[config.mk]
export PLATFORM = sky130hd
export DESIGN_NAME = rs232_rxb_flat
export DESIGN_NICKNAME = d
export VERILOG_FILES = /design/src/rtl/rs232_rxb_if.sv /design/src/rtl/rs232_rxb.sv /design/src/flat_wrapper.sv
export SDC_FILE = /design/constraint.sdc
export NUM_CORES = 1
export LEC_CHECK = 0
export ABC_AREA = 1
export CELL_PAD_IN_SITES_DETAIL_PLACEMENT = 0
export CELL_PAD_IN_SITES_GLOBAL_PLACEMENT = 1
export CORE_ASPECT_RATIO = 0.7
export CORE_MARGIN = 5
export CORE_UTILIZATION = 47
export CTS_BUF_LIST = sky130_fd_sc_hd__clkbuf_4
export CTS_CLUSTER_DIAMETER = 150
export DETAILED_ROUTE_END_ITERATION = 8
export GPL_ROUTABILITY_DRIVEN = 0
export PLACE_DENSITY = 0.77
export SLEW_MARGIN = 20
export SYNTH_ARGS = -nofsm -noshare
export SYNTH_HDL_FRONTEND = slang
export SYNTH_SLANG_ARGS = --single-unit
export TNS_END_PERCENT = 20
[constraint.sdc]
create_clock -name clk -period 7.05 [get_ports clk]
set_clock_uncertainty 0.2 [all_clocks]
set_input_delay 1.41 -clock clk [delete_from_list [all_inputs] [get_ports clk]]
set_output_delay 1.41 -clock clk [all_outputs]
set_load 0.02 [all_outputs]
[src/rtl/rs232_rxb_if.sv]
// rs232_rxb_if: serial-line and CPU-side FIFO signals of the buffered RS232
// receiver.
//   fsel     : baud select, 0 = 19200, 1 = 115200
//   rxd      : asynchronous serial line, idle high
//   rd       : pop the FIFO head (ignored when empty)
//   clr      : clear the sticky error flags
//   data_out : FIFO head byte, 8'h00 when empty
//   empty    : FIFO holds no bytes
//   full     : FIFO holds num_slots bytes
//   ovr_err  : sticky, a valid byte was dropped on a full FIFO
//   frm_err  : sticky, a frame ended with a low stop bit
// master = CPU glue / line driver side, slave = receiver side.
`timescale 1ns/1ps
interface rs232_rxb_if;
    logic       fsel;
    logic       rxd;
    logic       rd;
    logic       clr;
    logic [7:0] data_out;
    logic       empty;
    logic       full;
    logic       ovr_err;
    logic       frm_err;

    modport master (
        output fsel, rxd, rd, clr,
        input  data_out, empty, full, ovr_err, frm_err
    );

    modport slave (
        input  fsel, rxd, rd, clr,
        output data_out, empty, full, ovr_err, frm_err
    );
endinterface

[src/rtl/rs232_rxb.sv]
// rs232_rxb: buffered RS232 receiver. Recovers 8N1 frames from rxd, checks
// start and stop bits, and pushes each valid byte into a circular FIFO that
// the CPU glue reads with single-cycle pops (first-word fall-through).
//   clk : system clock
//   rst : asynchronous, active-high reset
//   bus : rs232_rxb_if.slave (fsel, rxd, rd, clr in; data_out, empty, full,
//         ovr_err, frm_err out)
`timescale 1ns/1ps
module rs232_rxb #(
    parameter int unsigned clock_freq = 50000000,
    parameter int unsigned num_slots  = 63
) (
    input  logic        clk,
    input  logic        rst,
    rs232_rxb_if.slave  bus
);

    localparam int unsigned CW = $clog2(clock_freq / 19200) + 1;
    localparam int unsigned PW = $clog2(num_slots);
    localparam int unsigned NW = $clog2(num_slots + 1);

    localparam logic [CW-1:0] BIT_SLOW = CW'(clock_freq / 19200);
    localparam logic [CW-1:0] BIT_FAST = CW'(clock_freq / 115200);

    localparam logic [1:0] IDLE  = 2'd0;
    localparam logic [1:0] START = 2'd1;
    localparam logic [1:0] DATA  = 2'd2;
    localparam logic [1:0] STOP  = 2'd3;

    // ---------------- input synchronizer ----------------
    logic [1:0] sync;
    logic       rxs;
    logic       prev;

    assign rxs = sync[1];

    always_ff @(posedge clk or posedge rst) begin
        if (rst) begin
            sync <= 2'b11;
            prev <= 1'b1;
        end else begin
            sync <= {sync[0], bus.rxd};
            prev <= rxs;
        end
    end

    // ---------------- frame recovery ----------------
    logic [1:0]    state;
    logic [CW-1:0] cnt;
    logic [CW-1:0] bit_len;
    logic [CW-1:0] half_len;
    logic [2:0]    idx;
    logic [7:0]    shreg;
    logic          cnt_done;
    logic          push;
    logic          stop_bad;

    assign half_len = bit_len >> 1;

    always_comb begin
        cnt_done = 1'b0;
        if (state == START)
            cnt_done = (cnt == half_len - CW'(1));
        else
            cnt_done = (cnt == bit_len - CW'(1));
    end

    assign push     = (state == STOP) && cnt_done && rxs;
    assign stop_bad = (state == STOP) && cnt_done && !rxs;

    always_ff @(posedge clk or posedge rst) begin
        if (rst) begin
            state   <= IDLE;
            cnt     <= '0;
            bit_len <= BIT_SLOW;
            idx     <= '0;
            shreg   <= '0;
        end else begin
            case (state)
                IDLE: begin
                    // a start needs a real 1->0 edge, so a line stuck low
                    // after a framing error is not re-detected as a start
                    if (!rxs && prev) begin
                        state   <= START;
                        cnt     <= '0;
                        bit_len <= bus.fsel ? BIT_FAST : BIT_SLOW;
                    end
                end
                START: begin
                    if (cnt_done) begin
                        cnt   <= '0;
                        idx   <= '0;
                        state <= rxs ? IDLE : DATA;
                    end else begin
                        cnt <= cnt + CW'(1);
                    end
                end
                DATA: begin
                    if (cnt_done) begin
                        cnt   <= '0;
                        shreg <= {rxs, shreg[7:1]};
                        idx   <= idx + 3'd1;
                        if (idx == 3'd7)
                            state <= STOP;
                    end else begin
                        cnt <= cnt + CW'(1);
                    end
                end
                default: begin
                    if (cnt_done) begin
                        cnt   <= '0;
                        state <= IDLE;
                    end else begin
                        cnt <= cnt + CW'(1);
                    end
                end
            endcase
        end
    end

    // ---------------- FIFO ----------------
    logic [7:0]    mem [num_slots];
    logic [PW-1:0] wr_ptr;
    logic [PW-1:0] rd_ptr;
    logic [NW-1:0] count;
    logic          is_full;
    logic          is_empty;
    logic          do_rd;
    logic          do_wr;
    logic          ovr_set;

    assign is_full  = (count == NW'(num_slots));
    assign is_empty = (count == '0);
    assign do_rd    = bus.rd && !is_empty;
    // a pop in the same cycle frees the slot the push needs
    assign do_wr    = push && (!is_full || do_rd);
    assign ovr_set  = push && is_full && !do_rd;

    function automatic logic [PW-1:0] nxt(input logic [PW-1:0] p);
        return (p == PW'(num_slots - 1)) ? '0 : p + PW'(1);
    endfunction

    always_ff @(posedge clk) begin
        if (do_wr)
            mem[wr_ptr] <= shreg;
    end

    always_ff @(posedge clk or posedge rst) begin
        if (rst) begin
            wr_ptr <= '0;
            rd_ptr <= '0;
            count  <= '0;
        end else begin
            if (do_wr)
                wr_ptr <= nxt(wr_ptr);
            if (do_rd)
                rd_ptr <= nxt(rd_ptr);
            case ({do_wr, do_rd})
                2'b10:   count <= count + NW'(1);
                2'b01:   count <= count - NW'(1);
                default: count <= count;
            endcase
        end
    end

    // ---------------- sticky error flags ----------------
    logic ovr_q;
    logic frm_q;

    always_ff @(posedge clk or posedge rst) begin
        if (rst) begin
            ovr_q <= 1'b0;
            frm_q <= 1'b0;
        end else begin
            // a new error event takes priority over clr
            if (ovr_set)
                ovr_q <= 1'b1;
            else if (bus.clr)
                ovr_q <= 1'b0;
            if (stop_bad)
                frm_q <= 1'b1;
            else if (bus.clr)
                frm_q <= 1'b0;
        end
    end

    assign bus.data_out = is_empty ? 8'h00 : mem[rd_ptr];
    assign bus.empty    = is_empty;
    assign bus.full     = is_full;
    assign bus.ovr_err  = ovr_q;
    assign bus.frm_err  = frm_q;

endmodule

[src/flat_wrapper.sv]
// flat-port wrapper written by rule: the top's interface ports become plain ports
module rs232_rxb_flat 
#(
    parameter int unsigned clock_freq = 50000000,
    parameter int unsigned num_slots  = 63
)
  (clk, rst, bus_fsel, bus_rxd, bus_rd, bus_clr, bus_data_out, bus_empty, bus_full, bus_ovr_err, bus_frm_err);
  rs232_rxb_if bus_i ();
  input  logic clk;
  input  logic rst;
  input wire logic [$bits(bus_i.fsel)-1:0] bus_fsel;
  input wire logic [$bits(bus_i.rxd)-1:0] bus_rxd;
  input wire logic [$bits(bus_i.rd)-1:0] bus_rd;
  input wire logic [$bits(bus_i.clr)-1:0] bus_clr;
  output wire logic [$bits(bus_i.data_out)-1:0] bus_data_out;
  output wire logic [$bits(bus_i.empty)-1:0] bus_empty;
  output wire logic [$bits(bus_i.full)-1:0] bus_full;
  output wire logic [$bits(bus_i.ovr_err)-1:0] bus_ovr_err;
  output wire logic [$bits(bus_i.frm_err)-1:0] bus_frm_err;
  assign bus_i.fsel = bus_fsel;
  assign bus_i.rxd = bus_rxd;
  assign bus_i.rd = bus_rd;
  assign bus_i.clr = bus_clr;
  assign bus_data_out = bus_i.data_out;
  assign bus_empty = bus_i.empty;
  assign bus_full = bus_i.full;
  assign bus_ovr_err = bus_i.ovr_err;
  assign bus_frm_err = bus_i.frm_err;
  rs232_rxb #(.clock_freq(clock_freq), .num_slots(num_slots)) u_core (.clk(clk), .rst(rst), .bus(bus_i));
endmodule
# Yosys cells after proc, flatten, opt, wreduce, memory -nomap -nowiden
# Memory sizes are Yosys's and may differ from the RTL's.
# Cells that the tools add are included.
[word_totals]
register_bits = 62
ram_bits = 504
in_bits = 6
out_inout_bits = 12
wordCells = 84
n_memories = 1
[memory_table]
columns = ["memory", "depth", "word_bits", "rd", "rd_clocked_by_memory_dff", "wr", "line_no", "text"]
rows = [
  ["u_core.mem", 63, 8, 1, 0, 1, "rs232_rxb.sv:122", "logic [7:0] mem [num_slots];"],
]
[classes]
n_addsub = 8
n_eq_ne = 15
muxes = 24
n_reduce_logical = 24
[op_table]
columns = ["op", "n"]
rows = [
  ["2-to-1 mux 13 bit", 3],
  ["equality test 13 bit", 2],
  ["adder 6 x 1 -> 6 bit (second input constant)", 3],
  ["equality test 6 bit (second input constant)", 3],
  ["adder 13 x 1 -> 13 bit (second input constant)", 1],
  ["subtractor 12 x 1 -> 13 bit (second input constant)", 1],
  ["subtractor 13 x 1 -> 13 bit (second input constant)", 1],
  ["2-to-1 mux 12 bit", 1],
  ["2-to-1 mux 2 bit", 6],
  ["2-to-1 mux 6 bit", 2],
  ["case mux 6 bit (2 select lines)", 1],
  ["nonzero test 2 bit", 5],
  ["logical AND 1 bit", 8],
  ["2-to-1 mux 8 bit", 1],
  ["!= test 2 x 1 -> 1 bit (second input constant)", 4],
  ["equality test 2 bit (second input constant)", 3],
  ["zero test 6 bit", 1],
  ["2-to-1 mux 1 bit", 6],
  ["2-to-1 mux 3 bit", 2],
  ["case mux 2 bit (3 select lines)", 1],
  ["case mux 3 bit (2 select lines)", 1],
  ["subtractor 6 x 1 -> 6 bit (second input constant)", 1],
  ["AND reduction 5 bit", 1],
  ["equality test 2 x 1 -> 1 bit (second input constant)", 2],
  ["other kinds (7)", 11],
]

# Logic depth before layout (Yosys ltp)
[depth]
ltp_word = 8
mapped_depth = 26
ltp_nobuf = 26

# Worst setup path before layout
# No wires, ideal clock.
[synth_path]
path_type = "reg2out"
start = "register u_core.rd_ptr[1]"
end = "output bus_data_out[5]"
arrival_ns = 2.007
required_ns = 5.440
slack_ns = 3.433
path_stages_with_launch = 11
cell_sequence = "dfrtp_1 -> inv_1 -> clkbuf_1 -> clkbuf_1 -> clkbuf_1 -> o21ai_0 -> o22ai_1 -> nand2_1 -> nand3_1 -> nand3_1 -> a21oi_1"
[synth_between]
elab_chain_len = 2
[synth_lines]
columns = ["element", "line_no", "text"]
rows = [
  ["start, declared", "rs232_rxb.sv:124", "logic [PW-1:0] rd_ptr;"],
  ["start signal, assigned", "rs232_rxb.sv:157", "rd_ptr <= nxt(rd_ptr);"],
  ["memory read (63 x 8 bit)", "n/a", ""],
  ["2-to-1 mux 8 bit", "rs232_rxb.sv:187", "assign bus.data_out = is_empty ? 8'h00 : mem[rd_ptr];"],
  ["end, declared", "flat_wrapper.sv:15", "output wire logic [$bits(bus_i.data_out)-1:0] bus_data_out;"],
]
# Every way passes these cells.

# Final worst setup path
[layout_path]
start = "register u_core.rd_ptr[0]"
end = "output bus_data_out[5]"
# The elaborated chain is that of the path after synthesis.

==> results.toml <==
[global_route]
grt_usage_pct = 22.1
grt_max_degree = 188
grt_overflow = 0
grt_pass1_wl_mm = 90.0
antenna_found_initial = 1
grt_pass1_vias = 14700

[floorplan]
die_area_um2 = 53000
ios = 18
num_rows = 67
core_region_area_um2 = 47900
fp.dieH_um = 194
initial_core_util_pct = 47.6
die_w_um = 273

[job]
maxCapViolCount = 0

[synthesis]
yosys-top-cells-area = "edfxtp_1 (66%), nor2_1 (5.8%), o21ai_0 (5.7%)"
synth.avg_cell_area_um2 = 12.3
synth_edf_count = 504
synthDistinctLibCells = 43
ys.flop_type = "edfxtp_1"
async_flop_share_pct = 9.19
yosys.area.top_type = "edfxtp_1"
synth_area_um2 = 22800
postSynthCellCount = 1849
synth-seq-cells = 555
synth_top_area_share_pct = 66.4
synth-warning-count = 0
yosysSeqAreaShare_pct = 72.1
syn-num-nets = 1868

[placed_design]
dp_hpwl_mm = 33.6
preCtsSetupSlack_ps = 1710
port_buffers = 17

[min_path]
min_path_cells = 0
hold_path_class = "reg2reg"

[pwr]
sequentialPowerShare_pct = 41.4
p_comb_share_pct = 29.5
vdd_drop_max_mv = 0.226
p_leak_nw = 8.57
p_per_area_nw_per_um2 = 358
swShare_pct = 36.8
switchingPower_mw = 3.34
clkPwrFrac_pct = 29.1
p_int_mw = 5.74

[layout]
syn2layout_area_growth_pct = 11.1
multi_input_comb_area_um2 = 5770
nets = 1940
fillCellCount = 4109
drive_gt1_share_pct = 14.1
seq_area_um2 = 16400

[route]
vias_per_cell = 5.74
wl_per_cell_um = 22.1
drtIter0Drc = 1754
vias = 15400
drtAntennaViolNets = 0
drc = 0
routed_wl_mm = 59.2
drtPass1Iterations = 7

[clock_network]
ctsHoldBuffers = 0
cts_made_buffers = 133
tritoncts = "built"
cts.repair.resized = 0
clk_pin_slew_ps = 80
clock-sinks = 555
cts_buffer_depth = 3
post_cts_buffers = 0
cts_root_buf = "clkbuf_4"
clock_latency_ps = 840
htree_levels = 4

[sta]
layout_setup_ws_ps = 749
tns_ps = 0
max-slew-margin-rel_pct = 38.2
worst_pin_slew_ps = 923
final.period_utilization_pct = 89.4
period_minus_slack_ps = 6300
fmax_mhz = 159
setup_viol = 0
rsz0062_at_grt = "false"
drv_slew = 0
hold_viol_final = 0

[worst_setup_path]
cp_max_fo = 97
worst_r2r_path_depth = 13
cp-end-kind = "output pin"
cpMaxStageDelayCell = "dfrtp_4"
critPathKind = "reg2out"
path_cells = "inv_6 -> buf_4 -> o21ai_0 -> o221ai_1 -> o211ai_1 -> nand4_1 -> nand3_1 -> a21oi_1 -> clkdlybuf4s50_1"
required_ps = 5440
max_stage_delay_ps = 730
start_kind = "flop"
arrival_ps = 4690

[status]
status = "finished clean"
-- layout by cell type, fill, tap and decap left out, drive strengths merged, types with 20 or more instances in the layout --
| cell type | synthesis | routed |
|---|---|---|
| a21oi | 37 | 37 |
| buf | 11 | 22 |
| clkbuf | 91 | 198 |
| clkinv | 6 | 34 |
| dfrtp | 47 | 47 |
| edfxtp | 504 | 504 |
| inv | 49 | 53 |
| nand2 | 158 | 158 |
| nand3 | 97 | 97 |
| nand4 | 20 | 20 |
| nor2 | 356 | 356 |
| o211ai | 20 | 20 |
| o21ai | 259 | 259 |
| o221ai | 49 | 49 |
| o22ai | 76 | 76 |
-- final cells by class --
type | count | share of cell area [%]
Multi-Input combinational cell | 1137 | 22.8
Timing Repair Buffer | 39 | 1.47
Tap cell | 655 | 3.24
Antenna cell | 1 | 0.00988
Clock buffer | 198 | 5.87
Sequential cell | 555 | 64.9
Inverter | 55 | 0.840
Clock inverter | 38 | 0.865
-- cells in the mapped netlist (4+ instances only) --
library cell  instances
o211ai_1             20
o221ai_1             49
a21oi_1              37
a31oi_1               4
o22ai_1              76
nand3_2               6
nand2_1             151
edfxtp_1            504
nand3_1              91
nor3_1                8
nand4_1              20
o21ai_0             258
buf_1                 5
buf_2                 5
inv_2                 4
ha_1                 12
dfrtp_1              47
inv_1                45
xor2_1               17
clkbuf_1             91
mux2_2                7
clkinv_1              6
nand2_4               4
dfstp_2               4
nor2_1              352
-- final timing paths --
kind | start | to | slack [ps]
min in group asynchronous | rst | u_core.state[1]$_DFFE_PP0P_ | 900
max | u_core.rd_ptr[0]$_DFFE_PP0P_ | bus_data_out[5] | 750
min reg2reg | u_core.sync[0]$_DFF_PP1_ | u_core.sync[1]$_DFF_PP1_ | 190
min | u_core.sync[0]$_DFF_PP1_ | u_core.sync[1]$_DFF_PP1_ | 190
max reg2reg | u_core.bit_len[9]$_DFFE_PP1P_ | u_core.mem[39][3]$_DFFE_PP_ | 2730
max in group asynchronous | rst | u_core.rd_ptr[0]$_DFFE_PP0P_ | 5170
-- logic make-up (layout without fill, tap and decap cells) --
kind of cell	Yosys count	after routing	synth area share [%]
flops	555	555	72.1
mux	7	7	0.346
simple gates	647	647	12.0
other cells	0	1	0
buf+inv	157	330	2.63
xor+xnor	19	19	0.731
fa+ha+maj	13	13	0.747
compound gates	451	451	11.5
-- flip-flops by register name, summed over array words and instances (netlist names), 2 cells and up --
register and count:
u_core.shreg 8, u_core.state 2, u_core.mem 504, u_core.rd_ptr 6
u_core.bit_len 2, u_core.wr_ptr 6, u_core.idx 3, u_core.sync 2
u_core.cnt 13, u_core.count 6
-- per-layer routing --
layer / up-vias / global-route usage, % / part of all wire, %
met4: 0 / 5.23 / 1.4
met5: - / 0 / 0
met1: 7608 / 34.1 / 46
li1: 7048 / - / -
met3: 65 / 6.30 / 9.6
met2: 650 / 31.0 / 43
-- through the flow --
| step | total power [mW] | hold slack, ps | cells | utilization, % | area (um2) |
|---|---|---|---|---|---|
| final | 9.07 | 186 | 2678 | 52.9 | 25300 |
| after global routing | 9.52 | 191 | 2678 | 52.9 | 25300 |
| after CTS | 9.07 | 180 | 2677 | 52.9 | 25300 |
| after detailed placement | 6.44 | 147 | 2441 | 49.3 | 23600 |
| after global placement | 6.42 | 147 | 2441 | 49.3 | 23600 |
| after floorplan | 5.47 | 145 | 1849 | - | 22800 |
-- power groups by stage --
stage          combinational [mW]  clock (mW)  sequential, mW
2_1_floorplan                1.75           0            3.72
3_3_place_gp                 2.60           0            3.82
3_5_place_dp                 2.62           0            3.82
4_1_cts                      2.64        2.69            3.75
5_1_grt                      2.89        2.87            3.76
6_report                     2.67        2.64            3.75
-- worst max-delay path: cells and delay by family (launching register included) --
kind | cells | cell delay [ps]
AO/OA/AOI/OAI | 4 | 1050
buffers and inverters | 3 | 1690
flip-flops | 1 | 730
AND/OR/NAND/NOR | 2 | 260
Note: power is estimated with default switching activity, not from simulation.
